**config.mk**
```make
export PLATFORM = sky130hd
export DESIGN_NAME = uart_tx_module
export DESIGN_NICKNAME = d
export VERILOG_FILES = /design/src/rtl/uart_tx_module.sv
export SDC_FILE = /design/constraint.sdc
export NUM_CORES = 1
export LEC_CHECK = 0
export CAP_MARGIN = 20
export CORE_MARGIN = 1
export CORE_UTILIZATION = 40
export DETAILED_ROUTE_END_ITERATION = 8
export PLACE_DENSITY = 0.68
export SLEW_MARGIN = 15
export SYNTH_ARGS = -nofsm -noshare
export SYNTH_HDL_FRONTEND = slang
export SYNTH_SLANG_ARGS = --single-unit
export TNS_END_PERCENT = 50
```
**constraint.sdc**
```tcl
create_clock -name CLK -period 2.35 [get_ports CLK]
set_input_delay 0.5875 -clock CLK [delete_from_list [all_inputs] [get_ports CLK]]
set_output_delay 0.5875 -clock CLK [all_outputs]
set_load 0.01 [all_outputs]
```
**src/rtl/uart_tx_module.sv**
```systemverilog
// Buffered 8N1 UART transmitter: a small FIFO feeds a start/data/stop serialiser.
// The serial line, done pulse and busy flag are all registered so the line never glitches.
module uart_tx_module #(
  parameter int CLKS_PER_BIT = 5208,
  parameter int FIFO_DEPTH   = 4
) (
  input  logic       CLK,
  input  logic       RST,
  input  logic       TX_En_Sig,
  input  logic [7:0] TX_Data,
  output logic       TX_Pin_Out,
  output logic       TX_Full,
  output logic       TX_Busy,
  output logic       TX_Done_Sig,
  output logic       TX_Overflow
);

  localparam int AW = $clog2(FIFO_DEPTH);
  localparam int CW = AW + 1;
  localparam int TW = (CLKS_PER_BIT > 1) ? $clog2(CLKS_PER_BIT) : 1;

  typedef enum logic [1:0] {IDLE, START, DATA, STOP} state_t;

  state_t          state_q, state_d;
  logic [TW-1:0]   timer_q, timer_d;
  logic [2:0]      idx_q, idx_d;
  logic [7:0]      shift_q, shift_d;
  logic            pin_q, pin_d;
  logic            done_q, done_d;
  logic            busy_q, busy_d;
  logic            ovf_q;

  logic [7:0]      mem_q [FIFO_DEPTH];
  logic [AW-1:0]   wptr_q, rptr_q;
  logic [CW-1:0]   count_q;

  logic            wr_ok, wr_ovf, pop, terminal;

  // Acceptance looks only at the start-of-cycle count, so a same-cycle pop cannot rescue a full write.
  assign wr_ok    = TX_En_Sig && (count_q < CW'(FIFO_DEPTH));
  assign wr_ovf   = TX_En_Sig && !wr_ok;
  assign terminal = (timer_q == TW'(CLKS_PER_BIT - 1));
  assign busy_d   = (state_q != IDLE) || (count_q != '0);

  always_ff @(posedge CLK) begin
    if (wr_ok) mem_q[wptr_q] <= TX_Data;
  end

  always_ff @(posedge CLK) begin
    if (RST) begin
      wptr_q  <= '0;
      rptr_q  <= '0;
      count_q <= '0;
      ovf_q   <= 1'b0;
    end else begin
      if (wr_ok) wptr_q <= wptr_q + AW'(1);
      if (pop)   rptr_q <= rptr_q + AW'(1);
      case ({wr_ok, pop})
        2'b10:   count_q <= count_q + CW'(1);
        2'b01:   count_q <= count_q - CW'(1);
        default: count_q <= count_q;
      endcase
      if (wr_ovf) ovf_q <= 1'b1;
    end
  end

  always_comb begin
    state_d = state_q;
    timer_d = timer_q;
    idx_d   = idx_q;
    shift_d = shift_q;
    pin_d   = pin_q;
    done_d  = 1'b0;
    pop     = 1'b0;
    case (state_q)
      IDLE: begin
        pin_d = 1'b1;
        if (count_q != '0) begin
          pop     = 1'b1;
          shift_d = mem_q[rptr_q];
          timer_d = '0;
          state_d = START;
          pin_d   = 1'b0;
        end
      end
      START: begin
        if (terminal) begin
          timer_d = '0;
          idx_d   = '0;
          state_d = DATA;
          pin_d   = shift_q[0];
        end else begin
          timer_d = timer_q + TW'(1);
        end
      end
      DATA: begin
        if (terminal) begin
          timer_d = '0;
          shift_d = shift_q >> 1;
          if (idx_q == 3'd7) begin
            state_d = STOP;
            pin_d   = 1'b1;
          end else begin
            idx_d = idx_q + 3'd1;
            pin_d = shift_q[1];
          end
        end else begin
          timer_d = timer_q + TW'(1);
        end
      end
      STOP: begin
        pin_d = 1'b1;
        if (terminal) begin
          timer_d = '0;
          state_d = IDLE;
          done_d  = 1'b1;
        end else begin
          timer_d = timer_q + TW'(1);
        end
      end
      default: begin
        state_d = IDLE;
        pin_d   = 1'b1;
      end
    endcase
  end

  always_ff @(posedge CLK) begin
    if (RST) begin
      state_q <= IDLE;
      timer_q <= '0;
      idx_q   <= '0;
      pin_q   <= 1'b1;
      done_q  <= 1'b0;
      busy_q  <= 1'b0;
    end else begin
      state_q <= state_d;
      timer_q <= timer_d;
      idx_q   <= idx_d;
      pin_q   <= pin_d;
      done_q  <= done_d;
      busy_q  <= busy_d;
    end
  end

  always_ff @(posedge CLK) begin
    shift_q <= shift_d;
  end

  assign TX_Pin_Out  = pin_q;
  assign TX_Full     = (count_q == CW'(FIFO_DEPTH));
  assign TX_Busy     = busy_q;
  assign TX_Done_Sig = done_q;
  assign TX_Overflow = ovf_q;

endmodule
```
==> metrics.txt <==
share of layout cells above drive strength 1=17.5%; Avg Inst Size Synth=12.5 um^2; Top FF cell, synth=edfxtp_1; antenna cells=0; # DRC=0; core area=7770 um^2; synthesized area=3220 um^2; post-route ant nets=0; routed via count=2,043; Worst setup endpoint=count_q[2]$_SDFFE_PP0P_; first-pass GRT wire length=9540 um; clock root cell=clkbuf_8; Worst Tran Pin Value=about 700 ps; worst-skew pair later-pin latency=350 ps; Post-DP Area=3510 um^2; post-layout instance area=approximately 3700 um^2; Final setup viols=0; Initial Util=41.5%; WP depth=9; Top delay family on crit path=adder cells; critical path type=reg2reg; Yosys reg bits=71; CTS H-tree lvls=3; CP max FO=4; Reg2Reg Setup Slack=210 ps; RSZ-0062 raised after global routing=false; final worst-path cycle share=91.1%; f_max=467 MHz; Hold Buf Count CTS=0; Max transition margin=52.1%; I/O pin count=16; CTS buffer count=9; distinct cell type count after synthesis=56; Slowest-stage cell, CP=fa_1; WP data required=approximately 2600 ps; Slew Viols, Final=0; Reg clk slew, reported paths=90 ps; Final Hold Viols=0; CP Capture Type=flip-flop; DRT Pass-1 Iters=4; switching part of the total power=32.8%; die footprint=8410 um^2; worst reg2reg path endpoint=count_q[2]$_SDFFE_PP0P_; Synth Warn #=0; Leak=approximately 0.0013 uW; post-cts gate resize count=0; clock group share of total power=23.9%; logic gate share of total power=30.6%; WP data arrival=around 2400 ps; minimum clock period=2140 ps; sequential cell area fraction in the yosys report=~57%; fin util=47.6%; Max Clock Skew=11.6 ps; num rows=32; R2R cell count=9; Post-Synthesis Net Count=283; Post-CTS Setup Inserts=0; VDD IR max=approximately 0.54 mV; vias in the first global route=2,011; CTS max path bufs=2; clock sink total=71; GRT overflow=0; Die Y=91.7 um; Crit path largest cell delay=approximately 370 ps; Int Pwr=2560 uW; initial DRC count=141; routed wire length=between 5000 and 6000 um; Buf/Inv on CP=2; hpwl dp=~4000 um; initial antenna violation count=0; total global routing track utilization=15.0%; sequential share of power=45.5%; DR vias/cell=approximately 5.3; Psw=1250 uW; Worst R2R Start=state_q[0]$_SDFFE_PP0P_; Synth-to-Final Area Change=14.8%; status=finished, final reports clean; die width=91.7 um; gpl congestion=0.825; Max Cap Viol=0; pwr dens=1030 nW/um^2; Worst Setup SP=state_q[0]$_SDFFE_PP0P_; worst-path cell chain=inv_1 > ha_1 > and2_1 > ha_1 > inv_1 > fa_1 > xor2_1 > or3_1 > a21oi_1; Filler cells=between 700 and 800; critical path launch point type=flip-flop; TritonCTS clock tree=done; Post-synth EDFFs=40; Hold WC Path Type=reg2reg; IO Port Bufs=15; largest net degree at the start of global routing=16; drt wl/cell=14.5 um; Syn Inst Count=258; Final nets=around 300; ys async rst share=0%
-- final cells by class --
| type | count | area, um^2 | area share, % |
|---|---|---|---|
| clock buffers | 9 | 124 | 3.35 |
| clock inverters | 7 | 62.6 | 1.69 |
| inverters | 11 | 41.3 | 1.12 |
| multi-input cells | 164 | 1310 | 35.4 |
| flip-flops and latches | 71 | 1820 | 49.3 |
| well taps | 102 | 128 | 3.45 |
| repair buffers | 23 | 210 | 5.69 |
-- layout by cell type (no fill, tap or decap), drive strengths merged, types with 4 or more instances in the layout --
master / n
nand2: 16
nand3: 12
a21oi: 8
xor2: 4
ha: 13
nor2b: 4
clkbuf: 9
dfxtp: 31
and2: 7
and3: 6
inv: 15
o21ai: 5
mux2: 7
edfxtp: 40
clkdlybuf4s50: 15
a31oi: 9
or3: 5
nor2: 17
buf: 8
mux4: 8
-- worst min-delay path, stage by stage, from the launching register on --
cell and delay [ps]:
dfxtp_1 320, nand2_1 50, a21oi_1 50
-- power by group through the flow --
stage	clock network, uW	logic [uW]	registers, uW
after CTS	938	1180	1740
after detailed placement	0	1170	1770
after floorplan	0	873	1710
after global placement	0	1150	1760
after global routing	974	1310	1770
final	911	1170	1740
-- kinds of logic (layout without fill, tap and decap cells) --
group,Yosys count,in the layout,share of synthesized area [%]
flops,71,71,56.6
buf+inv,23,50,2.80
simple gates,88,88,16.0
mux,18,18,8.97
xor+xnor,6,6,1.63
compound gates,38,38,8.35
fa+ha+maj,14,14,5.67
-- routing by layer --
metal	routed length (um)	share of wire [%]	track usage [%]
met2	2530	45	23.1
met3	201	3.6	3.57
met1	2760	49	19.6
met4	114	2.0	7.81
met5	0	0	0
-- worst min-delay path by stage --
| stage | startpoint | to | slack [ps] | cells past startpoint |
|---|---|---|---|---|
| floorplan | idx_q[1]$_SDFFE_PP0P_ | idx_q[1]$_SDFFE_PP0P_ | 440 | 2 |
| global placement | idx_q[2]$_SDFFE_PP0P_ | idx_q[2]$_SDFFE_PP0P_ | 440 | 2 |
| detailed placement | idx_q[1]$_SDFFE_PP0P_ | idx_q[1]$_SDFFE_PP0P_ | 450 | 2 |
| CTS | idx_q[1]$_SDFFE_PP0P_ | idx_q[1]$_SDFFE_PP0P_ | 460 | 2 |
| global route | idx_q[2]$_SDFFE_PP0P_ | idx_q[2]$_SDFFE_PP0P_ | 500 | 2 |
| finish | idx_q[1]$_SDFFE_PP0P_ | idx_q[1]$_SDFFE_PP0P_ | 460 | 2 |
-- cell usage after synthesis (all sizes together), types with 4 or more instances --
master / number / area [um^2]
and2: 7 / 43.8
a31oi: 9 / 56.3
clkbuf: 9 / 35.0
inv: 11 / 41.3
ha: 13 / 163
a21oi: 8 / 43.8
and3: 6 / 38.8
nand3: 12 / 60.1
mux2: 7 / 78.8
dfxtp: 31 / 621
nand2: 16 / 60.1
edfxtp: 40 / 1200
o21ai: 5 / 25.0
nor2b: 4 / 25.0
nor2: 17 / 63.8
xor2: 4 / 35.0
or3: 5 / 31.3
mux4: 8 / 180
-- registers in the layout, summed over array words and instances, names as in the netlist, named ones only --
signal and count:
state_q 2, timer_q 13, TX_Pin_Out 1, mem_q 32, idx_q 3, rptr_q 2, TX_Busy 1, TX_Overflow 1
shift_q 8, count_q 3, wptr_q 2, TX_Done_Sig 1
-- metrics by stage --
stage | TNS, ps | hold WS [ps] | setup WS, ps | std cells | power [uW]
final | 0 | 460 | 208 | 387 | 3810
after CTS | 0 | 461 | 197 | 387 | 3860
after global placement | -62.4 | 443 | -62.4 | 371 | 2910
after detailed placement | -106 | 449 | -106 | 371 | 2940
after floorplan | 0 | 436 | 217 | 258 | 2580
after global routing | 0 | 500 | 40.7 | 387 | 4060
Note: power is estimated with default switching activity, not from simulation.
